<file path="config.mk">
export PLATFORM = sky130hd
export DESIGN_NAME = decode_stage_flat
export DESIGN_NICKNAME = d
export VERILOG_FILES = /design/src/rtl/decode_stage_if.sv /design/src/rtl/decode_stage.sv /design/src/flat_wrapper.sv
export SDC_FILE = /design/constraint.sdc
export NUM_CORES = 1
export LEC_CHECK = 0
export ABC_AREA = 1
export ABC_CLOCK_PERIOD_IN_PS = 2850
export BUFFER_PORTS_ARGS = -buffer_cell sky130_fd_sc_hd__buf_4
export CAP_MARGIN = 0
export CELL_PAD_IN_SITES_DETAIL_PLACEMENT = 1
export CELL_PAD_IN_SITES_GLOBAL_PLACEMENT = 2
export CORE_MARGIN = 4
export CORE_UTILIZATION = 25
export DETAILED_ROUTE_END_ITERATION = 16
export HOLD_SLACK_MARGIN = 0.05
export PLACE_DENSITY_LB_ADDON = 0.1
export SLEW_MARGIN = 25
export SYNTH_ARGS = -nofsm -noshare
export SYNTH_HDL_FRONTEND = slang
export SYNTH_SLANG_ARGS = --single-unit
export TNS_END_PERCENT = 50
</file>
<file path="constraint.sdc">
create_clock -name clk_i -period 2.85 [get_ports clk_i]
set_input_delay 0.7125 -clock clk_i [delete_from_list [all_inputs] [get_ports clk_i]]
set_output_delay 0.7125 -clock clk_i [all_outputs]
set_load 0.05 [all_outputs]
</file>
<file path="src/rtl/decode_stage_if.sv">
`default_nettype none
// ============================================================================
//  Module      : decode_stage_if
//  Description : Bundle of the fetch handshake, register-file read port and
//                ID/EX output bus seen by the RV32I decode stage.
//                "master" is the surrounding pipeline, "slave" is decode.
//  Revision    : 1.0  initial release
// ============================================================================
interface decode_stage_if;
   // IF/ID side
   logic        if_valid_i;
   logic [31:0] if_instr_i;
   logic [31:0] if_pc_i;
   logic        id_ready_o;
   // register file read port
   logic [4:0]  rf_read_register_1_o;
   logic [4:0]  rf_read_register_2_o;
   logic [31:0] rf_data_1_i;
   logic [31:0] rf_data_2_i;
   // EX side control
   logic        ex_ready_i;
   logic        flush_i;
   // ID/EX register contents
   logic        ex_valid_o;
   logic [31:0] ex_pc_o;
   logic [31:0] ex_rs1_data_o;
   logic [31:0] ex_rs2_data_o;
   logic [4:0]  ex_rs1_o;
   logic [4:0]  ex_rs2_o;
   logic [4:0]  ex_rd_o;
   logic [31:0] ex_imm_o;
   logic [6:0]  ex_opcode_o;
   logic [2:0]  ex_funct3_o;
   logic [6:0]  ex_funct7_o;
   logic        ex_is_load_o;
   logic        ex_illegal_o;

   modport master (
      output if_valid_i, if_instr_i, if_pc_i,
      input  id_ready_o,
      input  rf_read_register_1_o, rf_read_register_2_o,
      output rf_data_1_i, rf_data_2_i,
      output ex_ready_i, flush_i,
      input  ex_valid_o, ex_pc_o, ex_rs1_data_o, ex_rs2_data_o,
      input  ex_rs1_o, ex_rs2_o, ex_rd_o, ex_imm_o,
      input  ex_opcode_o, ex_funct3_o, ex_funct7_o, ex_is_load_o, ex_illegal_o
   );

   modport slave (
      input  if_valid_i, if_instr_i, if_pc_i,
      output id_ready_o,
      output rf_read_register_1_o, rf_read_register_2_o,
      input  rf_data_1_i, rf_data_2_i,
      input  ex_ready_i, flush_i,
      output ex_valid_o, ex_pc_o, ex_rs1_data_o, ex_rs2_data_o,
      output ex_rs1_o, ex_rs2_o, ex_rd_o, ex_imm_o,
      output ex_opcode_o, ex_funct3_o, ex_funct7_o, ex_is_load_o, ex_illegal_o
   );
endinterface
`default_nettype wire

</file>
<file path="src/rtl/decode_stage.sv">
`default_nettype none
// ============================================================================
//  Module      : decode_stage
//  Description : RV32I instruction decode. Splits the IF/ID instruction into
//                fields, drives register-file read addresses, builds the
//                immediate, inserts a one-cycle bubble on load-use hazards and
//                owns the ID/EX pipeline register (stall / bubble / flush).
//  Revision    : 1.0  initial release
// ============================================================================
module decode_stage #(
   parameter logic [31:0] NOP_INSTR     = 32'h0000_0013,
   parameter int          REG_ADDR_BITS = 5
) (
   input  logic           clk_i,
   input  logic           reset_i,
   decode_stage_if.slave  bus
);

   localparam logic [6:0] c_opc_lui      = 7'b0110111;
   localparam logic [6:0] c_opc_auipc    = 7'b0010111;
   localparam logic [6:0] c_opc_jal      = 7'b1101111;
   localparam logic [6:0] c_opc_jalr     = 7'b1100111;
   localparam logic [6:0] c_opc_branch   = 7'b1100011;
   localparam logic [6:0] c_opc_load     = 7'b0000011;
   localparam logic [6:0] c_opc_store    = 7'b0100011;
   localparam logic [6:0] c_opc_op_imm   = 7'b0010011;
   localparam logic [6:0] c_opc_op       = 7'b0110011;
   localparam logic [6:0] c_opc_misc_mem = 7'b0001111;
   localparam logic [6:0] c_opc_system   = 7'b1110011;

   typedef struct packed {
      logic        valid;
      logic [31:0] pc;
      logic [31:0] rs1_data;
      logic [31:0] rs2_data;
      logic [31:0] imm;
      logic [4:0]  rs1;
      logic [4:0]  rs2;
      logic [4:0]  rd;
      logic [6:0]  opcode;
      logic [2:0]  funct3;
      logic [6:0]  funct7;
      logic        is_load;
      logic        illegal;
   } id_ex_t;

   id_ex_t      ex_q, ex_d;

   logic [31:0] w_instr;
   logic [6:0]  w_opcode;
   logic        w_fmt_r, w_fmt_i, w_fmt_s, w_fmt_b, w_fmt_u, w_fmt_j;
   logic        w_fence;
   logic        w_legal;
   logic        w_rs1_used, w_rs2_used, w_rd_used;
   logic [31:0] w_imm;
   logic        w_rs1_hit, w_rs2_hit;
   logic        w_hazard;

   assign w_instr  = bus.if_instr_i;
   assign w_opcode = w_instr[6:0];

   // Register-file addresses come straight from the instruction, valid or not
   assign bus.rf_read_register_1_o = w_instr[19:15];
   assign bus.rf_read_register_2_o = w_instr[24:20];

   // Classify the opcode into its immediate/register format
   always_comb begin
      w_fmt_r = 1'b0;
      w_fmt_i = 1'b0;
      w_fmt_s = 1'b0;
      w_fmt_b = 1'b0;
      w_fmt_u = 1'b0;
      w_fmt_j = 1'b0;
      w_fence = 1'b0;
      case (w_opcode)
         c_opc_op:                                        w_fmt_r = 1'b1;
         c_opc_op_imm, c_opc_load, c_opc_jalr, c_opc_system: w_fmt_i = 1'b1;
         c_opc_store:                                     w_fmt_s = 1'b1;
         c_opc_branch:                                    w_fmt_b = 1'b1;
         c_opc_lui, c_opc_auipc:                          w_fmt_u = 1'b1;
         c_opc_jal:                                       w_fmt_j = 1'b1;
         // FENCE is legal but uses no registers or immediate here
         c_opc_misc_mem:                                  w_fence = 1'b1;
         default: ;
      endcase
   end

   assign w_legal    = w_fmt_r | w_fmt_i | w_fmt_s | w_fmt_b | w_fmt_u | w_fmt_j | w_fence;
   assign w_rs1_used = w_fmt_r | w_fmt_i | w_fmt_s | w_fmt_b;
   assign w_rs2_used = w_fmt_r | w_fmt_s | w_fmt_b;
   assign w_rd_used  = w_fmt_r | w_fmt_i | w_fmt_u | w_fmt_j;

   // Build the sign-extended immediate for the decoded format
   always_comb begin
      w_imm = 32'h0;
      if (w_fmt_i) begin
         w_imm = {{20{w_instr[31]}}, w_instr[31:20]};
      end else if (w_fmt_s) begin
         w_imm = {{20{w_instr[31]}}, w_instr[31:25], w_instr[11:7]};
      end else if (w_fmt_b) begin
         w_imm = {{19{w_instr[31]}}, w_instr[31], w_instr[7], w_instr[30:25],
                  w_instr[11:8], 1'b0};
      end else if (w_fmt_u) begin
         w_imm = {w_instr[31:12], 12'h000};
      end else if (w_fmt_j) begin
         w_imm = {{11{w_instr[31]}}, w_instr[31], w_instr[19:12], w_instr[20],
                  w_instr[30:21], 1'b0};
      end
   end

   // Load-use: only the low REG_ADDR_BITS of the indices are significant
   assign w_rs1_hit = w_rs1_used &
                      (w_instr[15 +: REG_ADDR_BITS] == ex_q.rd[REG_ADDR_BITS-1:0]);
   assign w_rs2_hit = w_rs2_used &
                      (w_instr[20 +: REG_ADDR_BITS] == ex_q.rd[REG_ADDR_BITS-1:0]);
   assign w_hazard  = ex_q.valid & ex_q.is_load &
                      (ex_q.rd[REG_ADDR_BITS-1:0] != '0) &
                      bus.if_valid_i & (w_rs1_hit | w_rs2_hit);

   // A flush always consumes the IF/ID entry; otherwise accept only if EX moves
   assign bus.id_ready_o = bus.flush_i | (bus.ex_ready_i & ~w_hazard);

   // Next ID/EX contents: flush > EX stall > load-use bubble > issue > empty
   always_comb begin
      ex_d = ex_q;
      if (bus.flush_i) begin
         ex_d.valid = 1'b0;
      end else if (!bus.ex_ready_i) begin
         ex_d = ex_q;
      end else if (w_hazard) begin
         ex_d.valid = 1'b0;
      end else if (bus.if_valid_i && (w_instr != NOP_INSTR)) begin
         ex_d.valid    = 1'b1;
         ex_d.pc       = bus.if_pc_i;
         ex_d.rs1_data = bus.rf_data_1_i;
         ex_d.rs2_data = bus.rf_data_2_i;
         ex_d.imm      = w_imm;
         ex_d.rs1      = w_rs1_used ? w_instr[19:15] : 5'd0;
         ex_d.rs2      = w_rs2_used ? w_instr[24:20] : 5'd0;
         ex_d.rd       = w_rd_used  ? w_instr[11:7]  : 5'd0;
         ex_d.opcode   = w_opcode;
         ex_d.funct3   = w_instr[14:12];
         ex_d.funct7   = w_instr[31:25];
         ex_d.is_load  = (w_opcode == c_opc_load);
         ex_d.illegal  = ~w_legal;
      end else begin
         ex_d.valid = 1'b0;
      end
   end

   // ID/EX pipeline register with synchronous clear
   always_ff @(posedge clk_i) begin
      if (reset_i) begin
         ex_q <= '0;
      end else begin
         ex_q <= ex_d;
      end
   end

   assign bus.ex_valid_o    = ex_q.valid;
   assign bus.ex_pc_o       = ex_q.pc;
   assign bus.ex_rs1_data_o = ex_q.rs1_data;
   assign bus.ex_rs2_data_o = ex_q.rs2_data;
   assign bus.ex_rs1_o      = ex_q.rs1;
   assign bus.ex_rs2_o      = ex_q.rs2;
   assign bus.ex_rd_o       = ex_q.rd;
   assign bus.ex_imm_o      = ex_q.imm;
   assign bus.ex_opcode_o   = ex_q.opcode;
   assign bus.ex_funct3_o   = ex_q.funct3;
   assign bus.ex_funct7_o   = ex_q.funct7;
   assign bus.ex_is_load_o  = ex_q.is_load;
   assign bus.ex_illegal_o  = ex_q.illegal;

endmodule
`default_nettype wire

</file>
<file path="src/flat_wrapper.sv">
// flat-port wrapper written by rule: the top's interface ports become plain ports
module decode_stage_flat 
#(
   parameter logic [31:0] NOP_INSTR     = 32'h0000_0013,
   parameter int          REG_ADDR_BITS = 5
)
  (clk_i, reset_i, bus_if_valid_i, bus_if_instr_i, bus_if_pc_i, bus_id_ready_o, bus_rf_read_register_1_o, bus_rf_read_register_2_o, bus_rf_data_1_i, bus_rf_data_2_i, bus_ex_ready_i, bus_flush_i, bus_ex_valid_o, bus_ex_pc_o, bus_ex_rs1_data_o, bus_ex_rs2_data_o, bus_ex_rs1_o, bus_ex_rs2_o, bus_ex_rd_o, bus_ex_imm_o, bus_ex_opcode_o, bus_ex_funct3_o, bus_ex_funct7_o, bus_ex_is_load_o, bus_ex_illegal_o);
  decode_stage_if bus_i ();
  input  logic clk_i;
  input  logic reset_i;
  input wire logic [$bits(bus_i.if_valid_i)-1:0] bus_if_valid_i;
  input wire logic [$bits(bus_i.if_instr_i)-1:0] bus_if_instr_i;
  input wire logic [$bits(bus_i.if_pc_i)-1:0] bus_if_pc_i;
  output wire logic [$bits(bus_i.id_ready_o)-1:0] bus_id_ready_o;
  output wire logic [$bits(bus_i.rf_read_register_1_o)-1:0] bus_rf_read_register_1_o;
  output wire logic [$bits(bus_i.rf_read_register_2_o)-1:0] bus_rf_read_register_2_o;
  input wire logic [$bits(bus_i.rf_data_1_i)-1:0] bus_rf_data_1_i;
  input wire logic [$bits(bus_i.rf_data_2_i)-1:0] bus_rf_data_2_i;
  input wire logic [$bits(bus_i.ex_ready_i)-1:0] bus_ex_ready_i;
  input wire logic [$bits(bus_i.flush_i)-1:0] bus_flush_i;
  output wire logic [$bits(bus_i.ex_valid_o)-1:0] bus_ex_valid_o;
  output wire logic [$bits(bus_i.ex_pc_o)-1:0] bus_ex_pc_o;
  output wire logic [$bits(bus_i.ex_rs1_data_o)-1:0] bus_ex_rs1_data_o;
  output wire logic [$bits(bus_i.ex_rs2_data_o)-1:0] bus_ex_rs2_data_o;
  output wire logic [$bits(bus_i.ex_rs1_o)-1:0] bus_ex_rs1_o;
  output wire logic [$bits(bus_i.ex_rs2_o)-1:0] bus_ex_rs2_o;
  output wire logic [$bits(bus_i.ex_rd_o)-1:0] bus_ex_rd_o;
  output wire logic [$bits(bus_i.ex_imm_o)-1:0] bus_ex_imm_o;
  output wire logic [$bits(bus_i.ex_opcode_o)-1:0] bus_ex_opcode_o;
  output wire logic [$bits(bus_i.ex_funct3_o)-1:0] bus_ex_funct3_o;
  output wire logic [$bits(bus_i.ex_funct7_o)-1:0] bus_ex_funct7_o;
  output wire logic [$bits(bus_i.ex_is_load_o)-1:0] bus_ex_is_load_o;
  output wire logic [$bits(bus_i.ex_illegal_o)-1:0] bus_ex_illegal_o;
  assign bus_i.if_valid_i = bus_if_valid_i;
  assign bus_i.if_instr_i = bus_if_instr_i;
  assign bus_i.if_pc_i = bus_if_pc_i;
  assign bus_id_ready_o = bus_i.id_ready_o;
  assign bus_rf_read_register_1_o = bus_i.rf_read_register_1_o;
  assign bus_rf_read_register_2_o = bus_i.rf_read_register_2_o;
  assign bus_i.rf_data_1_i = bus_rf_data_1_i;
  assign bus_i.rf_data_2_i = bus_rf_data_2_i;
  assign bus_i.ex_ready_i = bus_ex_ready_i;
  assign bus_i.flush_i = bus_flush_i;
  assign bus_ex_valid_o = bus_i.ex_valid_o;
  assign bus_ex_pc_o = bus_i.ex_pc_o;
  assign bus_ex_rs1_data_o = bus_i.ex_rs1_data_o;
  assign bus_ex_rs2_data_o = bus_i.ex_rs2_data_o;
  assign bus_ex_rs1_o = bus_i.ex_rs1_o;
  assign bus_ex_rs2_o = bus_i.ex_rs2_o;
  assign bus_ex_rd_o = bus_i.ex_rd_o;
  assign bus_ex_imm_o = bus_i.ex_imm_o;
  assign bus_ex_opcode_o = bus_i.ex_opcode_o;
  assign bus_ex_funct3_o = bus_i.ex_funct3_o;
  assign bus_ex_funct7_o = bus_i.ex_funct7_o;
  assign bus_ex_is_load_o = bus_i.ex_is_load_o;
  assign bus_ex_illegal_o = bus_i.ex_illegal_o;
  decode_stage #(.NOP_INSTR(NOP_INSTR), .REG_ADDR_BITS(REG_ADDR_BITS)) u_core (.clk_i(clk_i), .reset_i(reset_i), .bus(bus_i));
endmodule
</file>
==> flow_metrics.env <==
export IMPL_status="finished, final reports clean"
export IMPL_drtIter0Drc=358
export IMPL_vias=8317
export IMPL_antenna_found_initial=1
export IMPL_relSlewSlack=0.466
export IMPL_ir_drop_uv=354
export IMPL_die_y_um=183
export IMPL_yosysSeqAreaShare=0.428
export IMPL_cp_data_arrival_time_ns=1.97
export IMPL_fin_util=0.361
export IMPL_postCtsHoldBufs=0
export IMPL_crit_type="primary input to output pin"
export IMPL_viasPerCell=4.74
export IMPL_routed_wl_um=31900
export IMPL_power_leakage_nw=4.88
export IMPL_core_mm2=0.0299
export IMPL_setup_violations=0
export IMPL_drv_cap=0
export IMPL_cts_buffers=17
export IMPL_clock_sinks=163
export IMPL_synth_top_cells_by_count="nand2_1, dfxtp_1, nand4_1"
export IMPL_cts_htree_levels=4
export IMPL_io_buffers=306
export IMPL_slowest_stage="nor2_1"
export IMPL_layout_drive_gt1_share=0.276
export IMPL_critical_path_required_ns=2.14
export IMPL_cp_num_buf_inv=2
export IMPL_synth_cell_type_count=22
export IMPL_synth_area_top_cells="dfxtp_1, nand2_1, nand4_1, a21oi_1, inv_1"
export IMPL_fp_row_count=63
export IMPL_grt_setup_unrepaired="no"
export IMPL_path_max_fanout=3
export IMPL_skew_ns=0.0170
export IMPL_yosys_warnings=0
export IMPL_grt_pass1_vias=8559
export IMPL_fmax_mhz=373
export IMPL_tightest_slew_ns=0.801
export IMPL_synth_top_area_frac=0.428
export IMPL_cp_slowest_stage_delay_ns=0.27
export IMPL_clockBufferDepth=2
export IMPL_synthFlopType="dfxtp_1"
export IMPL_syn_to_final_growth_pct=41.7
export IMPL_dp_hpwl_um=22000
export IMPL_cts_resized=0
export IMPL_final_cells=1754
export IMPL_antenna_cells=0
export IMPL_drv_slew=0
export IMPL_synth_enable_flop_cells=0
export IMPL_die_w_um=183
export IMPL_hp_class="register to register"
export IMPL_post_drt_wl_per_cell_um=18.2
export IMPL_avgSynthCellArea_um2=6.93
export IMPL_synth_area_leader_cell="dfxtp_1"
export IMPL_hold_viol_final=0
export IMPL_cpMostUsedCell="nand2_1"
export IMPL_fill_cells=3743
export IMPL_cp_cell_sequence="buf_4, nand2_1, nor2_1, nand2_1, nand3_2, nand2_1, nand2_1, nand2_4, nand2_1, nand2_1, buf_4"
export IMPL_syn_area_mm2=0.00762
export IMPL_cts_tree="done"
export IMPL_post_route_period_util=0.941
export IMPL_netlist_instances=1100
export IMPL_syn_nets=1233
export IMPL_synth_most_common_cell="nand2_1"
export IMPL_clk_pin_slew_worst_paths_ns=0.07
export IMPL_ys_ff_latch=163
export IMPL_cts_setup_buffers=0
export IMPL_period_minus_slack_ns=2.68
export IMPL_clock_latency_ns=0.44
export IMPL_clockRootBuffer="clkbuf_16"
export IMPL_route_detailed_drc=0
export IMPL_drtPass1Iterations=6
export IMPL_end_kind="output pin"
export IMPL_io_pins=307
export IMPL_path_delay_family="simple AND/OR/NAND/NOR gates"
export IMPL_fp_dieArea_mm2=0.0333
export IMPL_start_util=0.255
export IMPL_grt_pass1_wl_um=49600
export IMPL_ys_async_sr_fraction=0
export IMPL_layout_nets=1484
export IMPL_power_density_mw_per_mm2=541
export IMPL_track_usage=0.186
export IMPL_fin_setup_tns_ns=0
export IMPL_drtAntennaViolNets=0
export IMPL_dp_cells=1722
export IMPL_grt_max_degree=141
export IMPL_critPathLaunchType="primary input"
export IMPL_grt_ovfl_total=0
export IMPL_finalWeightedCongestion=0.761
[layout make-up]
type / count / area [um2] / share of cell area
Clock buffer: 18 / 439 / 0.0407
Tap cell: 390 / 488 / 0.0452
Multi-Input combinational cell: 731 / 3440 / 0.319
Sequential cell: 163 / 3260 / 0.302
Clock inverter: 14 / 163 / 0.0151
Inverter: 104 / 393 / 0.0364
Timing Repair Buffer: 334 / 2610 / 0.241
[where the power goes]
group / total, mW / internal, mW / switching, mW
combinational: 1.06 / 0.354 / 0.710
clock: 2.37 / 1.21 / 1.17
sequential: 2.41 / 2.36 / 0.0494
[cells by family after synthesis]
family          after synthesis  share of synthesized area
compound gates              154                      0.101
flops                       163                      0.428
simple gates                573                      0.345
buf+inv                     206                      0.121
xor+xnor                      4                    0.00460
[per-stage QoR]
step | area, um2 | setup WS, ns | total power, mW | hold slack [ns]
6_report | 10800 | 0.169 | 5.85 | 0.465
5_1_grt | 10800 | 0.0412 | 6.12 | 0.482
4_1_cts | 10800 | 0.138 | 5.96 | 0.467
3_5_place_dp | 10200 | 0.0885 | 3.54 | 0.454
3_3_place_gp | 10200 | 0.152 | 3.53 | 0.449
2_1_floorplan | 7620 | 0.0442 | 3.10 | 0.680
[cells in the final DEF (no fill, tap or decap)]
master,synthesis,routed
clkbuf_8,0,1
inv_8,0,4
nand2_1,302,302
buf_4,22,326
nand2_4,0,1
nor2_4,1,2
dfxtp_1,163,163
inv_4,0,1
clkinv_4,0,4
inv_2,2,2
buf_12,0,8
nor2_1,74,74
nor3_1,1,1
nand2_2,2,1
xnor2_1,4,4
nor2_2,2,1
clkbuf_16,0,17
clkinv_1,3,2
clkinv_8,0,4
nand3_4,1,1
nand4_1,162,162
inv_1,99,99
inv_6,0,2
a21oi_1,136,136
o21ai_0,18,18
nand3_2,1,1
nand3_1,27,27
[tightest hold or removal path, cell delays in order (launching register included)]
cell	delay [ns]
dfxtp_1	0.31
nand2_1	0.06
a21oi_1	0.05
[sequential cells by signal (all words and copies together) (netlist names)]
signal / flops
u_core.bus.ex_funct3_o: 3
u_core.bus.ex_valid_o: 1
u_core.bus.ex_rs1_data_o: 32
u_core.bus.ex_imm_o: 32
u_core.bus.ex_rd_o: 5
u_core.bus.ex_funct7_o: 7
u_core.bus.ex_pc_o: 32
u_core.bus.ex_illegal_o: 1
u_core.bus.ex_is_load_o: 1
u_core.bus.ex_rs2_data_o: 32
u_core.bus.ex_rs1_o: 5
u_core.bus.ex_rs2_o: 5
u_core.bus.ex_opcode_o: 7
[metal layers]
layer / up-vias / routed length (um) / global-route usage
met4: 2 / 499 / 0.0438
met2: 206 / 14700 / 0.297
met3: 30 / 2170 / 0.0556
li1: 4133 / - / -
met1: 3946 / 14500 / 0.247
met5: - / 13 / 0
[path summary, 6_finish.rpt]
check / from / endpoint / slack, ns / cells after the start
setup / recovery: bus_if_instr_i[1] / bus_id_ready_o / 0.17 / 11
hold / removal: u_core.bus.ex_rs1_data_o[20] / u_core.bus.ex_rs1_data_o[20] / 0.47 / 2
setup reg to reg: u_core.bus.ex_rd_o[2] / u_core.bus.ex_imm_o[8] / 0.67 / 12
hold reg to reg: u_core.bus.ex_rs1_data_o[20] / u_core.bus.ex_rs1_data_o[20] / 0.47 / 2
Power figures use the tool's default switching activity.
